--- config.mk ---
export PLATFORM = sky130hd
export DESIGN_NAME = operand_sum_formatter_flat
export DESIGN_NICKNAME = d
export VERILOG_FILES = /design/src/rtl/operand_sum_formatter_if.sv /design/src/rtl/operand_sum_formatter.sv /design/src/flat_wrapper.sv
export SDC_FILE = /design/constraint.sdc
export NUM_CORES = 1
export LEC_CHECK = 0
export BUFFER_PORTS_ARGS = -buffer_cell sky130_fd_sc_hd__buf_2
export CORE_ASPECT_RATIO = 0.9
export CORE_UTILIZATION = 45
export CTS_CLUSTER_DIAMETER = 120
export DETAILED_ROUTE_END_ITERATION = 10
export HOLD_SLACK_MARGIN = 0.05
export MAX_ROUTING_LAYER = met4
export PLACE_DENSITY_LB_ADDON = 0.12
export RECOVER_POWER = 100
export REMOVE_ABC_BUFFERS = 1
export SYNTH_ARGS = -nofsm -noshare
export SYNTH_HDL_FRONTEND = slang
export SYNTH_SLANG_ARGS = --single-unit
--- constraint.sdc ---
create_clock -name clk -period 2.25 [get_ports clk]
set_input_delay 0.225 -clock clk [delete_from_list [all_inputs] [get_ports clk]]
set_output_delay 0.225 -clock clk [all_outputs]
set_load 0.01 [all_outputs]
--- src/rtl/operand_sum_formatter_if.sv ---
// Byte handshake between the operand/sum formatter and the UART TX serializer.
// The master offers tx_data with tx_valid; the slave holds tx_busy while it cannot take a byte.
interface operand_sum_formatter_if;
    logic [7:0] tx_data;
    logic       tx_valid;
    logic       tx_busy;

    modport master (output tx_data, output tx_valid, input tx_busy);
    modport slave  (input tx_data, input tx_valid, output tx_busy);
endinterface

--- src/rtl/operand_sum_formatter.sv ---
// Debounces the save buttons, latches operands A/B, keeps their sum and streams it as ASCII hex + CR LF.
// Define OPERAND_ECHO_EN to prefix each message with "<A>+<B>=".
module operand_sum_formatter #(
    parameter int DATA_W          = 3,
    parameter int DEBOUNCE_CYCLES = 50000
) (
    input  logic                    clk,
    input  logic                    reset,
    input  logic                    save_a_n,
    input  logic                    save_b_n,
    input  logic [DATA_W-1:0]       data_input,
    operand_sum_formatter_if.master tx,
    output logic [DATA_W:0]         sum
);
    localparam int NDIG = (DATA_W + 4) / 4;
    localparam int NW   = NDIG * 4;
`ifdef OPERAND_ECHO_EN
    localparam int BASE = 2 * NDIG + 2;
`else
    localparam int BASE = 0;
`endif
    localparam int MSG_LEN = BASE + NDIG + 2;
    localparam int IW      = $clog2(MSG_LEN);
    localparam int CW      = $clog2(DEBOUNCE_CYCLES);

    typedef enum logic [1:0] {S_IDLE, S_LOAD, S_SEND, S_GAP} state_t;

    // Input synchronizers; index 0 is button A, index 1 is button B
    logic [1:0]          btn_s1_q, btn_s2_q;
    logic [DATA_W-1:0]   dat_s1_q, dat_s2_q;
    logic [1:0]          acc_q, acc_d;
    logic [1:0][CW-1:0]  cnt_q, cnt_d;
    logic [1:0]          ev;

    logic [DATA_W-1:0]   op_a_q, op_a_d, op_b_q, op_b_d;
    logic [DATA_W:0]     sum_q, sum_d;

    state_t                    state_q, state_d;
    logic [IW-1:0]             idx_q, idx_d;
    logic                      gap_q, gap_d;
    logic                      pend_q, pend_d;
    logic [MSG_LEN-1:0][7:0]   msg_q, msg_d, msg_new;
    logic [NW-1:0]             sum_x;
`ifdef OPERAND_ECHO_EN
    logic [NW-1:0]             a_x, b_x;
`endif

    function automatic logic [7:0] hex(input logic [3:0] n);
        return (n < 4'd10) ? 8'h30 + {4'h0, n} : 8'h37 + {4'h0, n};
    endfunction

    // A level is accepted after DEBOUNCE_CYCLES consecutive differing samples; only 1->0 is an event
    always_comb begin
        for (int i = 0; i < 2; i++) begin
            acc_d[i] = acc_q[i];
            cnt_d[i] = '0;
            ev[i]    = 1'b0;
            if (btn_s2_q[i] != acc_q[i]) begin
                if (cnt_q[i] == CW'(DEBOUNCE_CYCLES - 1)) begin
                    acc_d[i] = btn_s2_q[i];
                    ev[i]    = ~btn_s2_q[i];
                end else begin
                    cnt_d[i] = cnt_q[i] + CW'(1);
                end
            end
        end
    end

    always_comb begin
        op_a_d = ev[0] ? dat_s2_q : op_a_q;
        op_b_d = ev[1] ? dat_s2_q : op_b_q;
        sum_d  = {1'b0, op_a_d} + {1'b0, op_b_d};
    end

    // Byte k of msg_new is the k-th byte on the wire
    always_comb begin
        msg_new = '0;
        sum_x   = NW'(sum_q);
`ifdef OPERAND_ECHO_EN
        a_x = NW'(op_a_q);
        b_x = NW'(op_b_q);
        for (int i = 0; i < NDIG; i++) begin
            msg_new[i]          = hex(a_x[NW-1-4*i -: 4]);
            msg_new[NDIG+1+i]   = hex(b_x[NW-1-4*i -: 4]);
        end
        msg_new[NDIG]       = 8'h2B;
        msg_new[2*NDIG+1]   = 8'h3D;
`endif
        for (int i = 0; i < NDIG; i++)
            msg_new[BASE+i] = hex(sum_x[NW-1-4*i -: 4]);
        msg_new[BASE+NDIG]   = 8'h0D;
        msg_new[BASE+NDIG+1] = 8'h0A;
    end

    always_comb begin
        state_d = state_q;
        idx_d   = idx_q;
        gap_d   = gap_q;
        pend_d  = pend_q;
        msg_d   = msg_q;
        case (state_q)
            S_IDLE: if ((|ev) || pend_q) state_d = S_LOAD;
            S_LOAD: begin
                msg_d   = msg_new;
                idx_d   = '0;
                pend_d  = 1'b0;
                state_d = S_SEND;
            end
            S_SEND: if (!tx.tx_busy) begin
                gap_d   = 1'b0;
                state_d = S_GAP;
            end
            S_GAP: begin
                // Two quiet cycles give the serializer time to raise busy
                if (!gap_q) begin
                    gap_d = 1'b1;
                end else if (idx_q == IW'(MSG_LEN - 1)) begin
                    state_d = S_IDLE;
                end else begin
                    idx_d   = idx_q + IW'(1);
                    state_d = S_SEND;
                end
            end
            default: state_d = S_IDLE;
        endcase
        if ((|ev) && state_q != S_IDLE) pend_d = 1'b1;
    end

    always_ff @(posedge clk) begin
        if (reset) begin
            btn_s1_q <= 2'b11;
            btn_s2_q <= 2'b11;
            dat_s1_q <= '0;
            dat_s2_q <= '0;
            acc_q    <= 2'b11;
            cnt_q    <= '0;
            op_a_q   <= '0;
            op_b_q   <= '0;
            sum_q    <= '0;
            state_q  <= S_IDLE;
            idx_q    <= '0;
            gap_q    <= 1'b0;
            pend_q   <= 1'b0;
            msg_q    <= '0;
        end else begin
            btn_s1_q <= {save_b_n, save_a_n};
            btn_s2_q <= btn_s1_q;
            dat_s1_q <= data_input;
            dat_s2_q <= dat_s1_q;
            acc_q    <= acc_d;
            cnt_q    <= cnt_d;
            op_a_q   <= op_a_d;
            op_b_q   <= op_b_d;
            sum_q    <= sum_d;
            state_q  <= state_d;
            idx_q    <= idx_d;
            gap_q    <= gap_d;
            pend_q   <= pend_d;
            msg_q    <= msg_d;
        end
    end

    assign tx.tx_valid = (state_q == S_SEND);
    assign tx.tx_data  = msg_q[idx_q];
    assign sum         = sum_q;
endmodule

--- src/flat_wrapper.sv ---
// flat-port wrapper written by rule: the top's interface ports become plain ports
module operand_sum_formatter_flat 
#(
    parameter int DATA_W          = 3,
    parameter int DEBOUNCE_CYCLES = 50000
)
  (clk, reset, save_a_n, save_b_n, data_input, sum, tx_tx_data, tx_tx_valid, tx_tx_busy);
  operand_sum_formatter_if tx_i ();
  input  logic clk;
  input  logic reset;
  input  logic save_a_n;
  input  logic save_b_n;
  input  logic [DATA_W-1:0] data_input;
  output logic [DATA_W:0] sum;
  output wire logic [$bits(tx_i.tx_data)-1:0] tx_tx_data;
  output wire logic [$bits(tx_i.tx_valid)-1:0] tx_tx_valid;
  input wire logic [$bits(tx_i.tx_busy)-1:0] tx_tx_busy;
  assign tx_tx_data = tx_i.tx_data;
  assign tx_tx_valid = tx_i.tx_valid;
  assign tx_i.tx_busy = tx_tx_busy;
  operand_sum_formatter #(.DATA_W(DATA_W), .DEBOUNCE_CYCLES(DEBOUNCE_CYCLES)) u_core (.clk(clk), .reset(reset), .save_a_n(save_a_n), .save_b_n(save_b_n), .data_input(data_input), .tx(tx_i), .sum(sum));
endmodule
Yosys cells after proc, flatten, opt, wreduce, memory -nomap -nowiden
Cells that the tools add are included.

storage, ports and cells
  register bits after elaboration = 70
  bits of input ports = 8
  output and inout port bits = 13
  word-level logic and storage cells = 78

cells by class
  add/sub/neg operators = 6
  order comparisons = 2
  equal/unequal tests = 12
  multiplexer cells = 21
  bitwise operators = 4
  reductions and logical operators = 15

operator list
  kind                                                                   count
  16-bit by 1-bit adder with 16-bit output (second input constant)       2
  16-bit == test (second input constant)                                 2
  8-bit binary-select mux with 2-bit select                              1
  8-bit 2-to-1 mux                                                       2
  6-bit by 4-bit adder with 7-bit output (first input constant)          2
  2-bit 2-to-1 mux                                                       6
  2-bit one-hot mux with 4 select lines                                  1
  2-bit nonzero test                                                     4
  1-bit 2-to-1 mux                                                       7
  2-bit == test (second input constant)                                  3
  3-bit 2-to-1 mux                                                       2
  2-bit AND reduction                                                    3
  3-bit AND reduction                                                    2
  3-bit OR reduction                                                     2
  3-bit by 3-bit adder with 4-bit output                                 1
  4-bit < comparator (second input constant)                             1
  2-bit by 1-bit != test with 1-bit output (second input constant)       2
  2-bit != test (second input constant)                                  2
  1-bit NOT                                                              4
  2-bit one-hot mux with 2 select lines                                  1
  2-bit by 3-bit < comparator with 1-bit output (second input constant)  1
  2-bit by 1-bit adder with 2-bit output (second input constant)         1
  2-bit by 1-bit == test with 1-bit output (second input constant)       1
  2-bit logical NOT                                                      1
  other kinds (5)                                                        6

Longest topological paths before layout
  depth in word-level cells = 7
  gate-level depth with buffers = 11
  gate-level depth less buffers = 10

Worst setup path before layout
No wires, ideal clock.

  path type = register -> register
  start point = register u_core.cnt_q[5] (netlist name)
  end point = register u_core.sum_q[1] (netlist: u_core.sum[1])
  setup time = 0.065 ns
  arrival = 2.309 ns
  required time = 2.185 ns
  path slack = -0.124 ns
  cell stages (with the launch flop) = 9
  buffers on the path = 0
  period minus slack after synthesis = 2.374 ns
  cell sequence = dfxtp_1 or4_1 or4_4 o21ai_1 nand2_1 ha_1 inv_1 fa_1 nor2_1

on the way
  longest elaborated chain between the ends = 5

RTL lines
  what                                    RTL line                      text
  from (decl)                             operand_sum_formatter.sv:32   logic [1:0][CW-1:0] cnt_q, cnt_d;
  from (signal assigned)                  operand_sum_formatter.sv:151  cnt_q <= cnt_d;
  16-bit == test                          operand_sum_formatter.sv:59   if (cnt_q[i] == CW'(DEBOUNCE_CYCLES - 1)) begin
  1-bit 2-to-1 mux                        operand_sum_formatter.sv:59
  1-bit 2-to-1 mux                        operand_sum_formatter.sv:58   if (btn_s2_q[i] != acc_q[i]) begin
  3-bit 2-to-1 mux                        operand_sum_formatter.sv:70   op_a_d = ev[0] ? dat_s2_q : op_a_q;
  named net u_core.op_a_d[0]              operand_sum_formatter.sv:35   logic [DATA_W-1:0] op_a_q, op_a_d, op_b_q, op_b_d;
  3-bit by 3-bit adder with 4-bit output  operand_sum_formatter.sv:72   sum_d = {1'b0, op_a_d} + {1'b0, op_b_d};
  to (signal assigned)                    operand_sum_formatter.sv:154  sum_q <= sum_d;
  to (decl)                               operand_sum_formatter.sv:36   logic [DATA_W:0] sum_q, sum_d;

The timed path passes the listed nets, and every way through them passes these cells.
A chain may end at the register's enable or synchronous reset.

Worst setup path after layout
Same ends and word-level chain as after synthesis.

==> metrics.yaml <==
die_h_um: 80.0
grt_use_met3_pct: 5.27
synth.area.top_cells: "dfxtp_1 45%, nor2_1 6.2%, xnor2_1 4.3%"
fmax_mhz: 426
fin_nets: 419
p_clk_share_pct: 39.6
swShare_pct: 22.4
core_area_mm2: 0.00655
dp.cells: 476
grt_use_met2_pct: 27.5
seq_area_frac_synth_pct: 44.7
die_x_um: 88.7
hp-class: "in2reg"
fin_ws_ns: -0.0989
rrSetupSlack_ns: -0.1
use_met1_pct: 27.2
whs_endpoint: "u_core.dat_s1_q[1]"
power.leakage_nw: 1.39
gp_congestion: 0.786
clock-sinks: 68
r2r-start: "u_core.cnt_q[5]"
period_needed_ns: 2.35
cts_tree: "built"
vdd_drop_max_mv: 0.345
ctsLongestPathBuffers: 2
p_int_mw: 1.71
finalInstanceArea_mm2: 0.00370
via_count: 2490
whs_ns: 0.0984
clk_latency_ns: 0.33
crit_chain: "or4_1 > or4_4 > o21ai_4 > nand2_1 > ha_2 > inv_2 > fa_2 > nor2_1"
synth-edff-count: 0
antenna_found_initial: 0
root_buffer: "clkbuf_8"
start_kind: "flip-flop"
endpoint_kind: "flip-flop"
totalWireLength_um: 6130
instances_no_fill: 497
num_rows: 28
wl_per_cell_um: 12.3
drtIter0Drc: 95
drv_slew: 0
grt.busiest_layer: "met2"
synth.avg_cell_area_um2: 8.80
grt_pass1_wl_um: 10400
hold_viol_final: 0
preCtsSetupSlack_ns: -0.205
setup_viol: 3
nFillCells: 616
first_global_vias: 2267
pwr-share-comb_pct: 4.1
total_power_mw: 2.21
dieArea_mm2: 0.00710
crit_path_max_incr_delay_ns: 0.51
ys.flop_type: "dfxtp_1"
grtUsageTotal_pct: 19.9
grt_overflow_total: 0
critical_path_class: "reg2reg"
synthCells: 346
vias_per_cell: 5.01
synth_top_area_share_pct: 44.7
min-delay-start: "data_input[1]"
drive_gt1_share_pct: 20.9
switchingPower_uw: 494
holdPathStages: 2
required_ns: 2.52
max_cap_violations: 0
ant_nets: 0
status: "finished, violations left"
port_buffers: 19
drc: 0
grt_start_max_net_pins: 28
initial_core_util_pct: 46.5
seqPwrFrac_pct: 56.2
ys_seq_elements: 68
area_growth_syn_to_layout_pct: 21.5
drt-pass1-iter-count: 4
most-common-layout-cells: "66 x dfxtp_1, 50 x nor2_1, 37 x buf_4"
path_max_fanout: 4
slew_headroom_pct: 61.2
fin_setup_tns_ns: -0.183
insertedDiodeCount: 0
reg2reg_to: "u_core.sum[1]"
utilization_pct: 56.5
reg2regPathDepth: 8
ys.warnings.count: 0
netlist_area_mm2: 0.00305
ys_types: 52
power_density_mw_per_mm2: 597
synthArstFlopShare_pct: 0
h-tree-depth: 3
fin_crit_sh_pct: 104
worstMarginPinSlew_ns: 0.582
rsz0062_at_grt: "yes"
ios: 21
dp_hpwl_um: 4340
clk_pin_slew_ns: 0.07
violations: "setup timing"
slowest_stage: "or4_1"
worstPathArrival_ns: 2.62
layout_commonest_cell: "dfxtp_1"
fin_worst_skew_ns: 0.00653
place_area_mm2: 0.00345
cts_buffers: 9
yosysTopAreaCell: "dfxtp_1"
area by class of cell:
| cell class | instances | area (um^2) | share of cell area [%] |
|---|---|---|---|
| Sequential cell | 68 | 1360 | 36.8 |
| Timing Repair Buffer | 61 | 404 | 10.9 |
| Clock inverter | 2 | 10.0 | 0.270 |
| Inverter | 9 | 33.8 | 0.913 |
| Multi-Input combinational cell | 254 | 1620 | 43.7 |
| Clock buffer | 13 | 159 | 4.29 |
| Tap cell | 90 | 113 | 3.04 |
worst max-delay path by stage:
stage / from / to / slack (ns) / cells after the start
2_1_floorplan: u_core.cnt_q[5] / u_core.sum[1] / -0.12 / 8
5_1_grt: u_core.cnt_q[5] / u_core.sum[1] / -0.17 / 9
4_1_cts: u_core.cnt_q[4] / u_core.sum[1] / -0.07 / 8
6_report: u_core.cnt_q[5] / u_core.sum[1] / -0.1 / 8
3_3_place_gp: u_core.cnt_q[4] / u_core.sum[1] / -0.14 / 8
3_5_place_dp: u_core.cnt_q[4] / u_core.sum[1] / -0.20 / 8
sequential cells by signal, summed over array words and instances, names as in the netlist, 3 cells and up:
name and flops:
u_core.cnt_q 32, u_core.dat_s1_q 3, u_core.dat_s2_q 3, u_core.msg_q 8, u_core.op_a_q 3, u_core.op_b_q 3
u_core.sum 4
worst max-delay path: cells and delay by family (launching register included):
kind / cells / cell delay, ns
compound gates: 1 / 0.16
fa+ha+maj: 2 / 0.60
buf+inv: 1 / 0.05
flops: 1 / 0.32
simple gates: 4 / 1.15
synthesized netlist by cell type, types with 3 or more instances:
library cell	count
a211oi_1	3
a21oi_1	20
and2_1	7
and3_1	4
and4_1	3
clkbuf_1	11
dfxtp_1	68
ha_1	7
inv_1	9
nand2_1	21
nand2b_1	4
nand3_1	18
nand4_1	10
nor2_1	50
nor2b_1	14
nor3_1	7
nor4_1	7
o21ai_0	9
or2_2	4
or3_1	4
xnor2_1	15
xor2_1	12
routing by layer:
layer	part of all wire [%]	wire, um
met4	1.3	77
met2	43	2620
met5	0	0
met1	52	3190
met3	3.9	241
power groups by stage:
stage	Sequential [mW]	Clock, mW	Combinational [mW]
6_report	1.24	0.876	0.0912
5_1_grt	1.24	0.966	0.103
4_1_cts	1.24	0.909	0.0935
3_5_place_dp	1.27	0	0.0906
3_3_place_gp	1.27	0	0.0888
2_1_floorplan	1.27	0	0.0552
what timing repair did:
action,in CTS,in global routing
pin swaps,2,0
endpoints found under the setup margin,3,3
hold buffers,2,0
setup buffers,3,1
hold endpoints to repair,2,0
gates resized for setup,9,4
cell families after synthesis:
kind of cell | share of synthesized area, %
XOR/XNOR | 7.77
flip-flops | 44.7
AO/OA/AOI/OAI | 8.42
multiplexers | 1.03
AND/OR/NAND/NOR | 31.0
other | 0.123
buffers and inverters | 3.41
adder cells (fa/ha/maj) | 3.53
Power figures use the tool's default switching activity.
